## config.mk

```make
export PLATFORM = sky130hd
export DESIGN_NAME = ahb2apb_bridge_mp
export DESIGN_NICKNAME = d
export VERILOG_FILES = /design/src/rtl/bridge_pkg.sv /design/src/rtl/apb_addr_decoder.sv /design/src/rtl/ahb2apb_bridge_mp.sv
export SDC_FILE = /design/constraint.sdc
export NUM_CORES = 1
export LEC_CHECK = 0
export CAP_MARGIN = 20
export CELL_PAD_IN_SITES_DETAIL_PLACEMENT = 0
export CELL_PAD_IN_SITES_GLOBAL_PLACEMENT = 1
export CORE_UTILIZATION = 28
export CTS_CLUSTER_SIZE = 10
export DETAILED_ROUTE_END_ITERATION = 10
export GPL_TIMING_DRIVEN = 0
export PLACE_DENSITY = 0.93
export SLEW_MARGIN = 20
export SYNTH_ARGS = -nofsm -noshare
export SYNTH_HDL_FRONTEND = slang
export SYNTH_SLANG_ARGS = --single-unit
```

## constraint.sdc

```tcl
create_clock -name Hclk -period 4.7 [get_ports Hclk]
set_clock_uncertainty 0.15 [all_clocks]
set_input_delay 0.705 -clock Hclk [delete_from_list [all_inputs] [get_ports Hclk]]
set_output_delay 0.705 -clock Hclk [all_outputs]
set_load 0.02 [all_outputs]
```

## src/rtl/bridge_pkg.sv

```systemverilog
// Shared encodings for the parametrised AHB-Lite to APB3 bridge: AHB
// transfer/response codes, the bridge state enum and small state helpers.
package bridge_pkg;

    localparam logic [1:0] HTRANS_IDLE   = 2'b00;
    localparam logic [1:0] HTRANS_BUSY   = 2'b01;
    localparam logic [1:0] HTRANS_NONSEQ = 2'b10;
    localparam logic [1:0] HTRANS_SEQ    = 2'b11;

    localparam logic [1:0] HRESP_OKAY  = 2'b00;
    localparam logic [1:0] HRESP_ERROR = 2'b01;

    typedef enum logic [2:0] {
        ST_IDLE   = 3'd0,
        ST_WDATA  = 3'd1,
        ST_SETUP  = 3'd2,
        ST_ACCESS = 3'd3,
        ST_DONE   = 3'd4,
        ST_ERR1   = 3'd5,
        ST_ERR2   = 3'd6
    } state_t;

    // States in which the bridge drives Hreadyout high and can accept a new transfer.
    function automatic logic state_is_ready(input state_t s);
        return (s == ST_IDLE) || (s == ST_DONE) || (s == ST_ERR2);
    endfunction

    // States in which the AHB response is ERROR.
    function automatic logic state_is_error(input state_t s);
        return (s == ST_ERR1) || (s == ST_ERR2);
    endfunction

    // States in which the addressed APB slave is selected.
    function automatic logic state_is_selected(input state_t s);
        return (s == ST_SETUP) || (s == ST_ACCESS);
    endfunction

endpackage

```

## src/rtl/apb_addr_decoder.sv

```systemverilog
// Combinational base/stride address decoder: a hit when the address falls in
// one of NUM_SLAVES equally sized windows starting at BASE_ADDR, plus the
// index of that window.
module apb_addr_decoder #(
    parameter int                ADDR_W     = 32,
    parameter int                NUM_SLAVES = 3,
    parameter logic [ADDR_W-1:0] BASE_ADDR  = 32'h8000_0000,
    parameter int                SLV_BITS   = 12,
    localparam int               IDX_W      = (NUM_SLAVES > 1) ? $clog2(NUM_SLAVES) : 1
) (
    input  logic [ADDR_W-1:0] Haddr,
    output logic              hit,
    output logic [IDX_W-1:0]  idx
);

    // One bit wider than the address so a window ending at the top of the
    // address space does not wrap.
    localparam logic [ADDR_W:0] LIMIT = {1'b0, BASE_ADDR}
                                      + ((ADDR_W+1)'(NUM_SLAVES) << SLV_BITS);

    logic [ADDR_W-1:0] w_offset;

    assign w_offset = Haddr - BASE_ADDR;
    assign hit      = ({1'b0, Haddr} >= {1'b0, BASE_ADDR}) && ({1'b0, Haddr} < LIMIT);
    assign idx      = IDX_W'(w_offset >> SLV_BITS);

endmodule

```

## src/rtl/ahb2apb_bridge_mp.sv

```systemverilog
// Parametrised AHB-Lite to APB3 bridge with multi-slave decode, PREADY wait
// states, PSLVERR and decode-miss error responses, and an ACCESS timeout.
// All outputs are registered; they are loaded from the next state so they
// line up with the state they describe.
module ahb2apb_bridge_mp
    import bridge_pkg::*;
#(
    parameter int                ADDR_W     = 32,
    parameter int                DATA_W     = 32,
    parameter int                NUM_SLAVES = 3,
    parameter logic [ADDR_W-1:0] BASE_ADDR  = 32'h8000_0000,
    parameter int                SLV_BITS   = 12,
    parameter int                TIMEOUT    = 16
) (
    input  logic                         Hclk,
    input  logic                         Hreset,
    input  logic                         Hwrite,
    input  logic                         Hreadyin,
    input  logic [1:0]                   Htrans,
    input  logic [ADDR_W-1:0]            Haddr,
    input  logic [DATA_W-1:0]            Hwdata,
    input  logic [NUM_SLAVES*DATA_W-1:0] Prdata,
    input  logic [NUM_SLAVES-1:0]        Pready,
    input  logic [NUM_SLAVES-1:0]        Pslverr,
    output logic [DATA_W-1:0]            Hrdata,
    output logic [1:0]                   Hresp,
    output logic                         Hreadyout,
    output logic [NUM_SLAVES-1:0]        Pselx,
    output logic                         Penable,
    output logic                         Pwrite,
    output logic [ADDR_W-1:0]            Paddr,
    output logic [DATA_W-1:0]            Pwdata
);

    localparam int IDX_W = (NUM_SLAVES > 1) ? $clog2(NUM_SLAVES) : 1;
    localparam int CNT_W = (TIMEOUT > 0) ? $clog2(TIMEOUT + 1) : 1;
    localparam logic [CNT_W-1:0] CNT_LAST = CNT_W'((TIMEOUT > 0) ? (TIMEOUT - 1) : 0);
    localparam logic TIMEOUT_EN = (TIMEOUT > 0);

    // Slave index to one-hot select vector.
    function automatic logic [NUM_SLAVES-1:0] idx_to_onehot(input logic [IDX_W-1:0] i_idx);
        logic [NUM_SLAVES-1:0] oh;
        oh = '0;
        for (int i = 0; i < NUM_SLAVES; i++) begin
            oh[i] = (i_idx == IDX_W'(i));
        end
        return oh;
    endfunction

    state_t                r_state;
    state_t                w_state_nxt;
    logic                  w_hit;
    logic [IDX_W-1:0]      w_dec_idx;
    logic [IDX_W-1:0]      r_idx;
    logic [IDX_W-1:0]      w_idx_nxt;
    logic [CNT_W-1:0]      r_wait_cnt;
    logic                  w_valid;
    logic [NUM_SLAVES-1:0] w_sel_oh;
    logic                  w_sel_ready;
    logic                  w_sel_err;
    logic [DATA_W-1:0]     w_sel_rdata;
    logic                  w_capture_rd;
    logic                  w_timeout;

    logic [DATA_W-1:0]     r_hrdata;
    logic [1:0]            r_hresp;
    logic                  r_hreadyout;
    logic [NUM_SLAVES-1:0] r_pselx;
    logic                  r_penable;
    logic                  r_pwrite;
    logic [ADDR_W-1:0]     r_paddr;
    logic [DATA_W-1:0]     r_pwdata;

    apb_addr_decoder #(
        .ADDR_W     (ADDR_W),
        .NUM_SLAVES (NUM_SLAVES),
        .BASE_ADDR  (BASE_ADDR),
        .SLV_BITS   (SLV_BITS)
    ) u_decoder (
        .Haddr (Haddr),
        .hit   (w_hit),
        .idx   (w_dec_idx)
    );

    // A transfer is only taken when the bridge itself is signalling ready.
    assign w_valid   = Hreadyin & Htrans[1] & r_hreadyout;
    assign w_idx_nxt = w_valid ? w_dec_idx : r_idx;
    assign w_sel_oh  = idx_to_onehot(r_idx);

    // Route the addressed slave's ready, error and read data.
    always_comb begin
        w_sel_ready = |(Pready & w_sel_oh);
        w_sel_err   = |(Pslverr & w_sel_oh);
        w_sel_rdata = '0;
        for (int i = 0; i < NUM_SLAVES; i++) begin
            w_sel_rdata = w_sel_rdata | (Prdata[i*DATA_W +: DATA_W] & {DATA_W{w_sel_oh[i]}});
        end
        w_timeout    = TIMEOUT_EN & (r_wait_cnt == CNT_LAST);
        w_capture_rd = (r_state == ST_ACCESS) & w_sel_ready & ~w_sel_err & ~r_pwrite;
    end

    // Next-state selection.
    always_comb begin
        w_state_nxt = r_state;
        case (r_state)
            ST_IDLE, ST_DONE, ST_ERR2: begin
                if (w_valid && !w_hit) begin
                    w_state_nxt = ST_ERR1;
                end else if (w_valid && Hwrite) begin
                    w_state_nxt = ST_WDATA;
                end else if (w_valid) begin
                    w_state_nxt = ST_SETUP;
                end else begin
                    w_state_nxt = ST_IDLE;
                end
            end
            ST_WDATA:  w_state_nxt = ST_SETUP;
            ST_SETUP:  w_state_nxt = ST_ACCESS;
            ST_ACCESS: begin
                if (w_sel_ready && w_sel_err) begin
                    w_state_nxt = ST_ERR1;
                end else if (w_sel_ready) begin
                    w_state_nxt = ST_DONE;
                end else if (w_timeout) begin
                    w_state_nxt = ST_ERR1;
                end else begin
                    w_state_nxt = ST_ACCESS;
                end
            end
            ST_ERR1:   w_state_nxt = ST_ERR2;
            default:   w_state_nxt = ST_IDLE;
        endcase
    end

    // State, wait counter and registered outputs; reset abandons any transfer.
    always_ff @(posedge Hclk) begin
        if (Hreset) begin
            r_state     <= ST_IDLE;
            r_idx       <= '0;
            r_wait_cnt  <= '0;
            r_hrdata    <= '0;
            r_hresp     <= HRESP_OKAY;
            r_hreadyout <= 1'b1;
            r_pselx     <= '0;
            r_penable   <= 1'b0;
            r_pwrite    <= 1'b0;
            r_paddr     <= '0;
            r_pwdata    <= '0;
        end else begin
            r_state     <= w_state_nxt;
            r_hreadyout <= state_is_ready(w_state_nxt);
            r_hresp     <= state_is_error(w_state_nxt) ? HRESP_ERROR : HRESP_OKAY;
            r_pselx     <= state_is_selected(w_state_nxt) ? idx_to_onehot(w_idx_nxt)
                                                          : {NUM_SLAVES{1'b0}};
            r_penable   <= (w_state_nxt == ST_ACCESS);
            if (w_valid) begin
                r_idx    <= w_dec_idx;
                r_paddr  <= Haddr;
                r_pwrite <= Hwrite;
            end
            if (r_state == ST_WDATA) begin
                r_pwdata <= Hwdata;
            end
            if (w_capture_rd) begin
                r_hrdata <= w_sel_rdata;
            end
            if (w_state_nxt == ST_SETUP) begin
                r_wait_cnt <= '0;
            end else if (r_state == ST_ACCESS) begin
                r_wait_cnt <= r_wait_cnt + CNT_W'(1);
            end
        end
    end

    assign Hrdata    = r_hrdata;
    assign Hresp     = r_hresp;
    assign Hreadyout = r_hreadyout;
    assign Pselx     = r_pselx;
    assign Penable   = r_penable;
    assign Pwrite    = r_pwrite;
    assign Paddr     = r_paddr;
    assign Pwdata    = r_pwdata;

endmodule

```

==> flow_summary_export.csv, run 1 <==
group,metric,value,unit
setup_path,r2r_start,"r_idx[0]",
setup_path,cp.arrival,2.79,ns
place,port_buffers,273,
setup_path,worst-r2r-setup-slack,2.53,ns
logic_synthesis,seq_area_frac_synth,46.4,%
pwr,leakagePower,0.00290,uW
route,wl_met2,8.18,mm
logic_synthesis,yosysMostFrequentCell,"nand2_1",
place,placed_cells,1106,
clocking,clkSinkCount,113,
sta,fin_ws,2.01,ns
setup_path,max_stage_delay,0.61,ns
logic_synthesis,yosys.area_share.xor_xnor,0.719,%
place,gp_congestion,0.853,
place,hpwl,13.3,mm
cells_and_area,fin_cells,1136,
logic_synthesis,synth_top_area_share,46.4,%
logic_synthesis,yosys-top-cells-area,"dfxtp_1 46%, a21oi_1 11%, nand2_1 10%, mux2i_1 7.0%, a211oi_1 6.2%",
clocking,cts_hold_buf,0,
hold_path,hold_path.class,"register to register",
die,io_pins,276,
global_route,antenna_found_initial,0,
global_route,track_usage,19.4,%
cells_and_area,fill_cells,1627,
setup_path,cp-end-kind,"register",
logic_synthesis,muxShareOfSynthArea,6.99,%
route,drt_iter0_markers,193,
clocking,ctsResizeCount,0,
route,drcViolationCount,0,
cells_and_area,diodes,0,
setup_path,slowest_stage,"or4_4",
outcome,outcome,"complete, no violations",
setup_path,critical_path_buf_inv_count,1,
die,start_util,29.1,%
sta,tightestPinTransition,0.566,ns
setup_path,reg2reg_depth,6,
cells_and_area,area_growth,72.8,%
global_route,grt_pass1_wl,27.2,mm
logic_synthesis,synth_edf_count,0,
cells_and_area,multiInputGateArea,0.00238,sq mm
logic_synthesis,synthFlopType,"dfxtp_1",
global_route,grt_pass1_vias,5218,
sta,slew_headroom,62.3,%
logic_synthesis,ys_ff_latch,113,
sta,max_freq,372,MHz
setup_path,worstSetupEndpoint,"r_state[0]",
setup_path,path_max_fanout,3,
sta,grt_setup_unrepaired,"false",
setup_path,path_depth,5,
cells_and_area,design_area,0.00842,sq mm
route,vias_per_cell,4.68,
logic_synthesis,syn_avg_cell_area,7.95,sq um
job,maxCapViolations,0,
logic_synthesis,synth_top_family_by_area,"simple AND/OR/NAND/NOR gates",
pwr,p_per_area,316,mW/mm^2
logic_synthesis,synth-simple-area-share,20.9,%
route,drt_wl_total,17.2,mm
place,place_ws,1.61,ns
die,dieHeight,134,um
logic_synthesis,synth-compound-area-share,19.7,%
setup_path,critPathKind,"input port to register",
cells_and_area,drive_gt1_share,4.37,%
clocking,cts_htree_levels,4,
logic_synthesis,syn_nets,787,
route,highest_layer,"met4",
place,placed_cell_area,0.00788,sq mm
logic_synthesis,syn-cell-area,0.00487,sq mm
clocking,root_buffer,"clkbuf_16",
route,dr_total_vias,5321,
die,die_area,0.0179,sq mm
logic_synthesis,ys_async_sr_fraction,0,%
die,die_x,134,um
setup_path,cp.required,4.80,ns
logic_synthesis,synth_common_cells,"136 x nand2_1, 113 x dfxtp_1, 104 x a21oi_1",
die,coreArea,0.0168,sq mm
setup_path,r2r_end,"Hrdata[17]",
clocking,cts_tree,"yes",
sta,min_period,2.69,ns
clocking,cts_max_path_buffers,2,
logic_synthesis,yosysWarnings,0,
route,wl_met3,1.14,mm
sta,hold_viol,0,
setup_path,crit_path_start_kind,"input port",
setup_path,worstSetupStartpoint,"Haddr[29]",
global_route,grt_max_degree,17,
route,dr.pass1.iters,5,
cells_and_area,regArea,0.00226,sq mm
logic_synthesis,synth_adder_area_share,0.514,%
sta,period_share,57.2,%
clocking,numCtsBuffers,17,
logic_synthesis,synthDistinctLibCells,44,
global_route,grt_overflow,0,
logic_synthesis,synth_top_area_cell,"dfxtp_1",
cells_and_area,nNetsFinal,1079,
die,num_rows,47,
clocking,clk_pin_slew_worst_paths,0.05,ns
route,wl_met1,7.43,mm
sta,setup_tns,0,ns
route,wl_per_cell,15.2,um
logic_synthesis,synthCells,613,
setup_path,cp_cell_sequence,"clkdlybuf4s50_1 > or4_1 > or4_4 > o41ai_1 > a221oi_1",
sta,slew_violations,0,
sta,final-setup-viol-count,0,
pwr,ir_worst_vdd,0.236,mV
setup_path,crit_family,"simple AND/OR/NAND/NOR gates",
clocking,clock_latency,0.41,ns
route,detail-route-antenna-nets,0,
clocking,cts_setup_buffers,0,
## cell families (layout without fill, tap and decap cells)
| group | count (synthesis) | in the layout |
|---|---|---|
| simple gates | 242 | 242 |
| other cells | 1 | 1 |
| xor+xnor | 4 | 4 |
| buf+inv | 57 | 360 |
| flops | 113 | 113 |
| compound gates | 160 | 160 |
| fa+ha+maj | 2 | 2 |
| mux | 34 | 34 |
## metrics by stage
stage / utilization (%) / hold WS [ns] / power [uW]
global placement: 47.0 / 0.291 / 1490
floorplan: - / 0.352 / 1230
detailed placement: 47.0 / 0.297 / 1490
finish: 50.2 / 0.300 / 2660
global route: 50.2 / 0.319 / 2780
CTS: 50.2 / 0.303 / 2690
## per-layer routing
layer	vias up	GRT usage, %
met2	191	32.0
li1	2690	-
met1	2406	22.9
met5	-	0
met3	34	6.24
met4	0	8.78
## worst min-delay path: stages (launching register included)
cell and delay, ns:
dfxtp_1 0.30, nand2_1 0.05, a21oi_1 0.05
## report_power, final
part | leakage (uW) | switching (uW) | internal (uW) | total [uW]
logic | 0.00172 | 214 | 244 | 458
registers | 0.000916 | 19.0 | 996 | 1010
clock network | 0.000266 | 429 | 758 | 1190
## placed cells by master, fill, tap and decap left out, types with 3 or more instances in the layout
cell,count
dfxtp_1,113
a211oi_1,40
a21oi_1,104
o21ai_0,4
clkbuf_16,17
clkbuf_8,3
clkinv_2,4
nor3_1,4
nor2_1,72
nand2_1,136
nand3_1,3
clkbuf_1,42
mux2i_1,34
xor2_1,3
buf_1,3
nand2b_1,3
buf_2,8
inv_1,7
clkdlybuf4s50_1,273
or4_1,3
## sequential cells by signal, indices dropped and copies added, names as in the netlist
signal,count
Hreadyout,1
r_state,3
Paddr,32
r_idx,2
Pselx,3
Penable,1
Pwrite,1
Pwdata,32
r_wait_cnt,5
Hrdata,32
Hresp,1
## worst min path at each step
stage                  start             to  slack (ns)  cells past startpoint
2_1_floorplan  r_wait_cnt[4]  r_wait_cnt[4]        0.35                      2
5_1_grt             Paddr[4]       Paddr[4]        0.32                      2
3_5_place_dp       Pwdata[4]      Pwdata[4]        0.30                      2
4_1_cts            Pwdata[4]      Pwdata[4]        0.30                      2
6_report           Pwdata[4]      Pwdata[4]        0.30                      2
3_3_place_gp       Paddr[19]      Paddr[19]        0.29                      2
## cell type report
class | instances | share of cell area (%)
Buffer | 50 | 2.39
Clock buffer | 24 | 5.72
Clock inverter | 6 | 0.684
Inverter | 7 | 0.312
Multi-Input combinational cell | 443 | 28.3
Sequential cell | 113 | 26.9
Tap cell | 220 | 3.27
Timing Repair Buffer | 273 | 32.5
Power figures use the tool's default switching activity.
==> inputs of run 2 (changes only) <==
--- a/config.mk
+++ b/config.mk
@@ -8,11 +8,11 @@
 export CAP_MARGIN = 20
 export CELL_PAD_IN_SITES_DETAIL_PLACEMENT = 0
 export CELL_PAD_IN_SITES_GLOBAL_PLACEMENT = 1
-export CORE_UTILIZATION = 28
+export CORE_UTILIZATION = 24
 export CTS_CLUSTER_SIZE = 10
 export DETAILED_ROUTE_END_ITERATION = 10
 export GPL_TIMING_DRIVEN = 0
-export PLACE_DENSITY = 0.93
+export PLACE_DENSITY = 0.85
 export SLEW_MARGIN = 20
 export SYNTH_ARGS = -nofsm -noshare
 export SYNTH_HDL_FRONTEND = slang
==> constraint.sdc (replaced) <==
create_clock -name Hclk -period 2.2 [get_ports Hclk]
set_clock_uncertainty 0.15 [all_clocks]
set_input_delay 0.33 -clock Hclk [delete_from_list [all_inputs] [get_ports Hclk]]
set_output_delay 0.33 -clock Hclk [all_outputs]
set_load 0.02 [all_outputs]
==> run 2 against run 1 <==
Clock power up 130%. Cell count up 4.0%. Worst setup slack worse by 2.0 ns. Non-clock buffer count down 2. Wire length up 1.8%. Register-to-register slack worse by 2.4 ns. Highest routed layer unchanged.
==> flow_summary_export.csv, run 2 (synthesis gave the netlist of run 1 again) <==
group,metric,value,unit
setup_path,crit_path_start_kind,"input port",
setup_path,worst-r2r-setup-slack,0.14,ns
clocking,root_buffer,"clkbuf_16",
global_route,track_usage,16.9,%
global_route,antenna_found_initial,0,
global_route,grt_max_degree,17,
clocking,clkSinkCount,113,
setup_path,cp-end-kind,"register",
sta,tightestPinTransition,0.706,ns
cells_and_area,final_common_cell,"clkdlybuf4s50_1",
hold_path,whs_path_depth,3,
global_route,grt_pass1_vias,5132,
place,gp_congestion,0.766,
global_route,grt_overflow,0,
die,coreArea,0.0197,sq mm
outcome,outcome,"complete, no violations",
sta,slew_violations,0,
cells_and_area,fill_cells,2005,
global_route,busiest_layer,"met2",
die,io_pins,276,
sta,slew_headroom,52.9,%
global_route,grt_pass1_wl,26.7,mm
route,drcViolationCount,0,
clocking,cts_max_path_buffers,2,
setup_path,path_max_fanout,5,
setup_path,critPathKind,"input port to register",
clocking,clk_pin_slew_worst_paths,0.05,ns
die,start_util,24.8,%
sta,min_period,2.16,ns
die,die_x,144,um
route,drt_iter0_markers,165,
cells_and_area,drive_gt1_share,6.55,%
clocking,numCtsBuffers,17,
setup_path,reg2reg_depth,5,
route,drt_wl_total,17.5,mm
sta,grt_setup_unrepaired,"true",
setup_path,cp.arrival,2.27,ns
place,port_buffers,273,
global_route,gr-usage-met3,5.00,%
sta,period_share,98.3,%
route,dr.pass1.iters,6,
sta,max_freq,462,MHz
die,dieHeight,144,um
route,detail-route-antenna-nets,0,
place,hpwl,13.4,mm
pwr,ir_worst_vdd,0.452,mV
sta,hold_viol,0,
die,die_area,0.0209,sq mm
sta,setup_tns,0,ns
job,maxCapViolations,0,
cells_and_area,nNetsFinal,1077,
setup_path,cp.required,2.31,ns
die,num_rows,51,
clocking,clock_latency,0.41,ns
sta,final-setup-viol-count,0,
pwr,p_per_area,681,mW/mm^2
cells_and_area,diodes,0,
cells_and_area,final_cell_mix,"271 x clkdlybuf4s50_1, 136 x nand2_1, 112 x dfxtp_1",
route,dr_total_vias,5218,
clocking,cts_tree,"yes",
global_route,grt_use_met1,19.4,%
route,wl_per_cell,14.8,um
pwr,leakagePower,0.00295,uW
global_route,met2_usage,28.4,%
route,vias_per_cell,4.42,
hold_path,hold_path.class,"input port to register",
sta,whs,0.166,ns
cells_and_area,area_growth,75.9,%
clocking,cts_htree_levels,4,
-- run 2: cell count changes in the layout (fill, tap and decap cells not counted), sizes merged --
cell / change
clkinv: +4
clkbuf: -6
bufinv: +1
clkdlybuf4s50: -2
buf: -2
clkinvlp: +3
dlygate4sd2: +2
-- run 2: stage by stage --
| step | power, uW | util [%] | instances | setup WS [ns] | instance area [sq um] |
|---|---|---|---|---|---|
| floorplan | 2630 | - | 613 | 0.134 | 4870 |
| global placement | 3180 | 40.4 | 1151 | -0.456 | 7940 |
| detailed placement | 3190 | 40.4 | 1151 | -0.458 | 7940 |
| CTS | 5910 | 43.4 | 1183 | 0.0290 | 8520 |
| global route | 6090 | 43.6 | 1181 | -0.00188 | 8570 |
| finish | 5830 | 43.6 | 1181 | 0.0370 | 8570 |
-- run 2: path summary, 6_finish.rpt --
| path | startpoint | endpoint |
|---|---|---|
| worst max-delay path | Haddr[29] | r_wait_cnt[4] |
| worst min-delay path | Haddr[24] | Paddr[24] |
| worst max register to register | r_idx[0] | Hrdata[8] |
| worst min register to register | Pwdata[11] | Pwdata[11] |
-- run 2: critical path: stages --
cell	delay [ns]
clkdlybuf4s50_1	0.43
or4_4	0.55
or4_4	0.54
o31ai_4	0.31
a211oi_1	0.12
-- run 2: final cells by class --
cell class	instances	area, sq um	share of cell area, %
buffer	48	203	2.37
clock buffer	18	439	5.12
clock inverter	14	141	1.65
inverter	7	26.3	0.307
multi-input combinational	443	2430	28.4
sequential	113	2260	26.4
tap	265	332	3.87
timing repair buffer	273	2730	31.9
-- run 2: power by group --
group / switching [uW] / total, uW / internal (uW)
Combinational: 455 / 980 / 525
Sequential: 42.8 / 2170 / 2130
Clock: 999 / 2690 / 1690
-- run 2: what timing repair did --
item / 4_1_cts / 5_1_grt
pin swaps: 4 / 1
gates cloned: 0 / 0
resized for setup: 6 / 14
setup endpoints to repair: 21 / 39
hold buffers: 0 / 0
buffers inserted: 0 / 0
-- run 2: metal layers --
layer  vias to the layer above  share of wire, %  wire length, um
li1                       2688                 -                -
met1                      2333                42             7400
met2                       170                48             8500
met3                        27               7.1             1240
met4                         0               2.3              395
met5                         -                 0                0
